==> src/rtl/cla6_share_arbiter.sv <==
// Round-robin arbiter sharing one 6-bit carry-lookahead adder among four requesters.
// Each operation walks IDLE (grant) -> CALC (add) -> RESP (hold until accepted).

module cla6_adder (
    input  logic [5:0] a,
    input  logic [5:0] b,
    output logic [5:0] sum
);
    logic [5:0] g;
    logic [5:0] p;
    logic [5:0] c;
    logic       term;

    assign g = a & b;
    assign p = a ^ b;

    // Each carry is the flat OR of generate terms propagated through the bits between.
    always_comb begin
        c    = '0;
        term = 1'b0;
        for (int i = 1; i < 6; i++) begin
            for (int j = 0; j < i; j++) begin
                term = g[j];
                for (int k = j + 1; k < i; k++) begin
                    term = term & p[k];
                end
                c[i] = c[i] | term;
            end
        end
    end

    assign sum = p ^ c;
endmodule

module cla6_share_arbiter #(
    parameter int NUM_REQ = 4
) (
    input  logic                   clk,
    input  logic                   rst_n,
    input  logic [NUM_REQ-1:0]     req_valid,
    input  logic [6*NUM_REQ-1:0]   req_a,
    input  logic [6*NUM_REQ-1:0]   req_b,
    output logic [NUM_REQ-1:0]     req_ready,
    output logic                   rsp_valid,
    input  logic                   rsp_ready,
    output logic [5:0]             rsp_sum,
    output logic [1:0]             rsp_id,
    output logic                   busy,
    output logic [7:0]             op_cnt
);
    typedef enum logic [1:0] {IDLE, CALC, RESP} state_t;

    state_t     state;
    logic [1:0] rr_ptr;
    logic [1:0] win;
    logic       any_req;
    logic [1:0] idx;

    logic [5:0] op_a_p0;
    logic [5:0] op_b_p0;
    logic [1:0] owner_p0;
    logic [5:0] sum_p0;

    always_comb begin
        win     = rr_ptr;
        any_req = 1'b0;
        idx     = rr_ptr;
        for (int k = 0; k < NUM_REQ; k++) begin
            idx = rr_ptr + 2'(k);
            if (!any_req && req_valid[idx]) begin
                win     = idx;
                any_req = 1'b1;
            end
        end
    end

    // rst_n gating keeps the grant low during reset even while requests are pending.
    assign req_ready = (rst_n && state == IDLE && any_req) ? (NUM_REQ'(1) << win) : '0;
    assign busy      = (state != IDLE);

    // Stage p0: operands captured on the grant edge; only ever feed the shared adder.
    always_ff @(posedge clk) begin
        if (state == IDLE && any_req) begin
            op_a_p0  <= req_a[6*win +: 6];
            op_b_p0  <= req_b[6*win +: 6];
            owner_p0 <= win;
        end
    end

    cla6_adder u_cla (
        .a   (op_a_p0),
        .b   (op_b_p0),
        .sum (sum_p0)
    );

    // Stage p1: registered response held until the consumer accepts it.
    always_ff @(posedge clk or negedge rst_n) begin
        if (!rst_n) begin
            state     <= IDLE;
            rr_ptr    <= 2'd0;
            rsp_valid <= 1'b0;
            rsp_sum   <= 6'd0;
            rsp_id    <= 2'd0;
            op_cnt    <= 8'd0;
        end else begin
            case (state)
                IDLE: begin
                    if (any_req) begin
                        rr_ptr <= win + 2'd1;
                        state  <= CALC;
                    end
                end
                CALC: begin
                    rsp_sum   <= sum_p0;
                    rsp_id    <= owner_p0;
                    rsp_valid <= 1'b1;
                    state     <= RESP;
                end
                RESP: begin
                    if (rsp_ready) begin
                        rsp_valid <= 1'b0;
                        op_cnt    <= op_cnt + 8'd1;
                        state     <= IDLE;
                    end
                end
                default: state <= IDLE;
            endcase
        end
    end
endmodule

==> config.mk <==
export PLATFORM = sky130hd
export DESIGN_NAME = cla6_share_arbiter
export DESIGN_NICKNAME = d
export VERILOG_FILES = /design/src/rtl/cla6_share_arbiter.sv
export SDC_FILE = /design/constraint.sdc
export NUM_CORES = 1
export LEC_CHECK = 0
export ABC_CLOCK_PERIOD_IN_PS = 2900
export BUFFER_PORTS_ARGS = -buffer_cell sky130_fd_sc_hd__buf_2
export CAP_MARGIN = 20
export CORE_MARGIN = 1.5
export CORE_UTILIZATION = 40
export CTS_CLUSTER_DIAMETER = 60
export CTS_CLUSTER_SIZE = 8
export DETAILED_ROUTE_END_ITERATION = 7
export PLACE_DENSITY_LB_ADDON = 0.25
export RECOVER_POWER = 100
export SYNTH_ARGS = -nofsm -noshare
export SYNTH_HDL_FRONTEND = slang
export SYNTH_SLANG_ARGS = --single-unit
==> constraint.sdc <==
create_clock -name clk -period 2.9 [get_ports clk]
set_clock_uncertainty 0.05 [all_clocks]
set_input_delay 0.29 -clock clk [delete_from_list [all_inputs] [get_ports clk]]
set_output_delay 0.29 -clock clk [all_outputs]
set_load 0.01 [all_outputs]
* After elaboration in Yosys (flattened, before gate mapping)
Cells that the tools add are included.
Storage, ports and cells: bits in latches 0, register bits 35, memory bits (read-only) 0, output and inout port bits 22, bits of input ports 55, memories kept 0, bits in writable memories 0
Cells by class: bitwise logic cells 23, mux-type cells 21, div/mod/pow operators 0, reductions and logical operators 16, equality and inequality tests 4, $add $sub $neg 5, $lt $le $gt $ge 4, shift-type cells 3, multiply operators 1
Operators by type and width (count):
- $shiftx A24 B6 Y6 | 2
- $lt A2 B3 Y1 const B | 4
- $xor A6 B6 Y6 | 2
- $and A1 B1 Y1 | 10
- $mux W2 | 5
- $or A1 B1 Y1 | 10
- $mux W1 | 9
- $add A8 B1 Y8 const B | 1
- $bmux W1 S2 | 4
- $reduce_and A2 Y1 | 4
- $logic_and A1 B1 Y1 | 6
- $pmux W2 S3 | 1
- $and A5 B5 Y5 | 1
- $add A2 B1 Y2 const B | 2
- $add A2 B2 Y2 const B | 2
- $mul A2 B2 Y4 const A | 1
- $mux W4 | 1
- $ne A2 B2 Y1 const B | 2
- $reduce_bool A2 Y1 | 2
- $shl A1 B2 Y4 const A | 1
- $logic_not A1 Y1 | 3
- $eq A2 B1 Y1 const B | 1
- $eq A2 B2 Y1 const B | 1
- $logic_not A2 Y1 | 1
- $pmux W1 S2 | 1

* Logic depth before layout (Yosys ltp)
depth in word-level cells 14, gate-level depth with buffers 8

* Modules after synthesis
From an unflattened synthesis, not the netlist that was laid out.
Unflattened totals: cell total of the unflattened synthesis 164, area total of the unflattened synthesis 2010.7 µm²
By module, submodules not included:
- cla6_share_arbiter | times used 1, sequential area each 945.9 µm², area each 1820.5 µm², cells an instance 143
- cla6_adder | times used 1, sequential area each 0.0 µm², area each 190.2 µm², cells an instance 21

* Worst setup path after synthesis
Ideal clock, no wire load.
path kind reg2out, start point register state[0], end point output port req_ready[0], data required time 2.560 ns, cell stages (with the launch flop) 4, data arrival time 1.990 ns, setup slack 0.570 ns, cells stage by stage dfrtp_1 -> or2_2 -> a21oi_1 -> and3_1
Between the ends: longest elaborated chain between the ends 4
RTL lines:
- from (decl) | line 53 | state_t state;
- from (signal assigned) | line 99 | state <= IDLE;
- from (signal assigned) | line 110 | state <= CALC;
- from (signal assigned) | line 117 | state <= RESP;
- $logic_not A2 Y1 | line 78 | assign req_ready = (rst_n && state == IDLE && any_req) ? (NUM_REQ'(1) << win) : '0;
- $logic_and A1 B1 Y1 (2 in a row) | line 78
- $mux W4 | line 78
- to (decl) | line 43 | output logic [NUM_REQ-1:0] req_ready,
No other way between the ends.

* Final worst setup path
start point register rr_ptr[1], end point output port req_ready[0]
Between the ends: longest elaborated chain between the ends 14
RTL lines:
- from (decl) | line 54 | logic [1:0] rr_ptr;
- from (signal assigned) | line 109 | rr_ptr <= win + 2'd1;
- parallel branches: the longest is 13 deep, another holds $add A2 B1 Y2
- $mux W4 (*) | line 78
Mark *: on every way between the ends. The select of a mux whose other input is x is not followed.

==> results list <==
- The flow ran to the end, and the final reports show no timing, DRC or antenna violations.
- After routing, the total negative slack on setup checks comes to 0 ps.
* Net count of the mapped netlist: 260
* Core area: 0.00472 mm2
* TritonCTS sink count: 35
- Root cell of the clock tree: sky130_fd_sc_hd__clkbuf_8
- Top cells by area in the synthesized netlist: sky130_fd_sc_hd__dfrtp_1, sky130_fd_sc_hd__edfxtp_1, sky130_fd_sc_hd__nand2_1
- Synthesis inferred 35 register bits.
- Arrival time of the worst setup path: 2210 ps
- Summed over all layers, the routed wires come to 3.87 mm.
* Most common flop cell mapped by yosys: sky130_fd_sc_hd__dfrtp_1
- Once detail routing completed, the nets flagged for antenna violations numbered 0.
- Required time reported for the critical path endpoint: 2560 ps
* Share of the synthesized area in the top cell type: 26.8%
* Ant diodes: 0
- The number of different library cells used by synthesis comes to 30.
- Ordered list of cells on the worst path: and3b_1 -> a2111oi_2 -> or2_0 -> inv_8 -> ha_1 -> and3_1 -> buf_2
- Headroom to the max-slew limit came out at 65.8%.
- Setup violations remaining at the end of the flow were counted as 0.
* Layout cells sized above 1: 26.0%
* CTS tree: yes
- H-tree depth: 2
- Measured along the x axis, the die boundary spans 73.0 um.
- Area growth from synthesis to layout: 24.0%
* Placed cell count: 331
* DPL Wire Length: 2.98 mm
* Routed vias/inst: 4.86
- Avg Cell Area, Syn: 10.2 um2
* Total count of max-transition violations in the final report: 0
- Detailed routing inserted a total of 1654 vias.
- Synthesized cell area: 0.00196 mm2
- Of all flip-flops after synthesis, the portion carrying an async set or reset was 60.0%.
- The tool flagged a number of max-cap violations equal to 0.
- Class of the tightest hold or removal check: in -> reg
* Max Freq: 393 MHz
- Per report_power, the sequential group accounts for 39.0% of the total.
- The placed instances occupy a cell area of 0.00238 mm2.
- Excluding fillers, the count of instances in the completed layout stands at 340.
- Internal power contribution: 1.46 mW
- Synthesized instance count: 193
- After detailed routing, the average wire length per cell comes to 11.4 um.
- The library cell used most frequently in the layout, excluding fill and tap cells, is sky130_fd_sc_hd__buf_2.
- Clock power frac: 13.3%
* Switching fraction of total power: 39.8%
- GPL Wtd Cong: 0.836
- The initial antenna violation count was 0.
* Worst Slack Setup Final: 355 ps
* Type of the worst setup path: reg -> out
* Die extent in y: 73.0 um
- Share of the clock period used by the worst path: 87.8%
- Across every metal layer, demand over resource in global routing totals 15.2%.
- For this run, the number of Yosys warnings is 0.
* Crit path time final: 2550 ps
- The final hold violation count is 0.
- Sum of internal, switching and leakage power: 2.42 mW
- Critical Path Max Stage Delay: 450 ps
* Unrepaired setup endpoints after global routing: false
* Leakage power figure: 1.11 nW
- The later pin in the worst-skew pair is clocked with a latency of 280 ps.
- Vias in the first global route: 1455
* Worst-margin pin slew: 513 ps
* Final net count: 339
- Number of buffers inserted by port buffering: 76
* Pin count of the biggest net entering global routing: 27
- On the critical path, the stage with the largest delay is an instance of sky130_fd_sc_hd__or2_0.
- Share of synthesized area occupied by flip-flops and latches: 48.2%
- CTS clock-pin slew for the worst setup and hold paths: 70 ps
* Effective utilization at floorplan: 41.5%
- Summing all flip-flop and latch instances after layout gives 946 um2.
- For this run, the share of the core covered by cells in the final layout is 51.5%.
* Wire length of the first global-routing pass: 6.31 mm
- Detailed-router iteration count before antenna repair: 4
- Together, buffers and inverters on the worst path number 2.
* Post-cts resize count: 0
* Area enclosed by the die boundary: 0.00533 mm2
* IR drop worst, VDD: 0.396 mV
- Across all hold checks on the routed design, the worst slack comes to 172 ps.
- Setup Slack @ Placement: 807 ps
- Footprint of the multi-input gates: 910 um2
- Remaining routing DRC violations: 0
* Cell Rows: 25
- Power density normalized to cell area: 993 mW/mm2
* Combinational power share: 47.6%
- Count of filler cells inserted in the layout: 456
- The clock passes through at most 2 buffers.
- Once the clock tree was built, the setup fixing pass inserted 0 buffers.
- 77 I/O pins were placed.
- For this run the aggregate overflow at the end of global routing stands at 0.
* Count of flip-flops with a built-in enable after synthesis: 14
* Sw Pwr: 0.962 mW
- In the layout the commonest cells are sky130_fd_sc_hd__buf_2, sky130_fd_sc_hd__nand2_1, sky130_fd_sc_hd__clkbuf_1.
- Most area-hungry cell type in the Yosys netlist: sky130_fd_sc_hd__dfrtp_1
- Kind of start point of the critical path: flop
- After routing the design area is 0.00243 mm2.
- The number of clock buffers added by TritonCTS is 5.
* Crit end category: output pin
* First DRT Iteration DRCs: 93
- Peak fanout along the critical path: 26
* Gate family responsible for the most delay along the worst path: simple AND/OR/NAND/NOR gates
[flip-flops by register name, summed over array words and instances (netlist names)]
register,cells
rsp_id,2
rr_ptr,2
op_a_p0,6
op_cnt,8
op_b_p0,6
owner_p0,2
rsp_sum,6
rsp_valid,1
state,2
[layout make-up]
cell class,instances,area share (%)
sequential,35,38.9
multi-input combinational,144,37.4
timing repair buffer,80,15.8
tap,67,3.44
clock buffer,6,2.98
inverter,6,1.23
clock inverter,2,0.308
[cell usage after synthesis (5+ instances only)]
cell type,number
sky130_fd_sc_hd__nand2_1,49
sky130_fd_sc_hd__dfrtp_1,21
sky130_fd_sc_hd__a21oi_1,17
sky130_fd_sc_hd__edfxtp_1,14
sky130_fd_sc_hd__a32oi_1,12
sky130_fd_sc_hd__ha_1,11
sky130_fd_sc_hd__xnor2_1,8
sky130_fd_sc_hd__and3_1,6
sky130_fd_sc_hd__o21ai_0,6
sky130_fd_sc_hd__buf_6,5
sky130_fd_sc_hd__inv_1,5
[metal layers]
layer | track usage, % | wire, um
met5 | 0 | 0
met4 | 4.61 | 23
met3 | 4.83 | 257
met2 | 22.7 | 1740
met1 | 20.9 | 1850
[worst register-to-register path, delay by kind of cell (launching register included)]
kind / cells / cell delay (ps)
buf+inv: 1 / 460
simple gates: 3 / 770
compound gates: 2 / 460
flops: 1 / 430
[repair_timing]
action	CTS	global route
hold buffers	1	0
endpoints found under the hold margin	21	0
setup endpoints to repair	0	0
[worst paths after layout]
kind	from	to	slack [ps]	cells after the start
min in group asynchronous	rst_n	op_cnt[1]	480	2
worst max-delay path	rr_ptr[1]	req_ready[0]	350	7
max in group asynchronous	rst_n	rsp_sum[1]	1980	2
worst max register to register	rr_ptr[1]	op_a_p0[3]	530	6
worst min-delay path	rsp_ready	state[1]	170	2
worst min register to register	op_cnt[7]	op_cnt[7]	420	1
[power groups by stage]
stage / clock, mW / combinational (mW) / sequential, mW
floorplan: 0 / 0.872 / 0.978
global placement: 0 / 1.18 / 0.946
detailed placement: 0 / 1.20 / 0.957
CTS: 0.336 / 1.21 / 0.947
global route: 0.356 / 1.33 / 0.975
finish: 0.322 / 1.15 / 0.943
[kinds of logic (layout without fill, tap and decap cells)]
group,count (synthesis),in the layout,share of synthesized area [%]
AOI/OAI and AO/OA,44,44,15.4
xor gates and xnor gates,9,9,4.02
adders and majority gates,12,12,8.04
buffers and inverters,14,94,5.10
DFF,35,35,48.2
muxes,4,4,2.30
and+or+nand+nor,75,75,16.9
(Power assumes the default switching activity.)
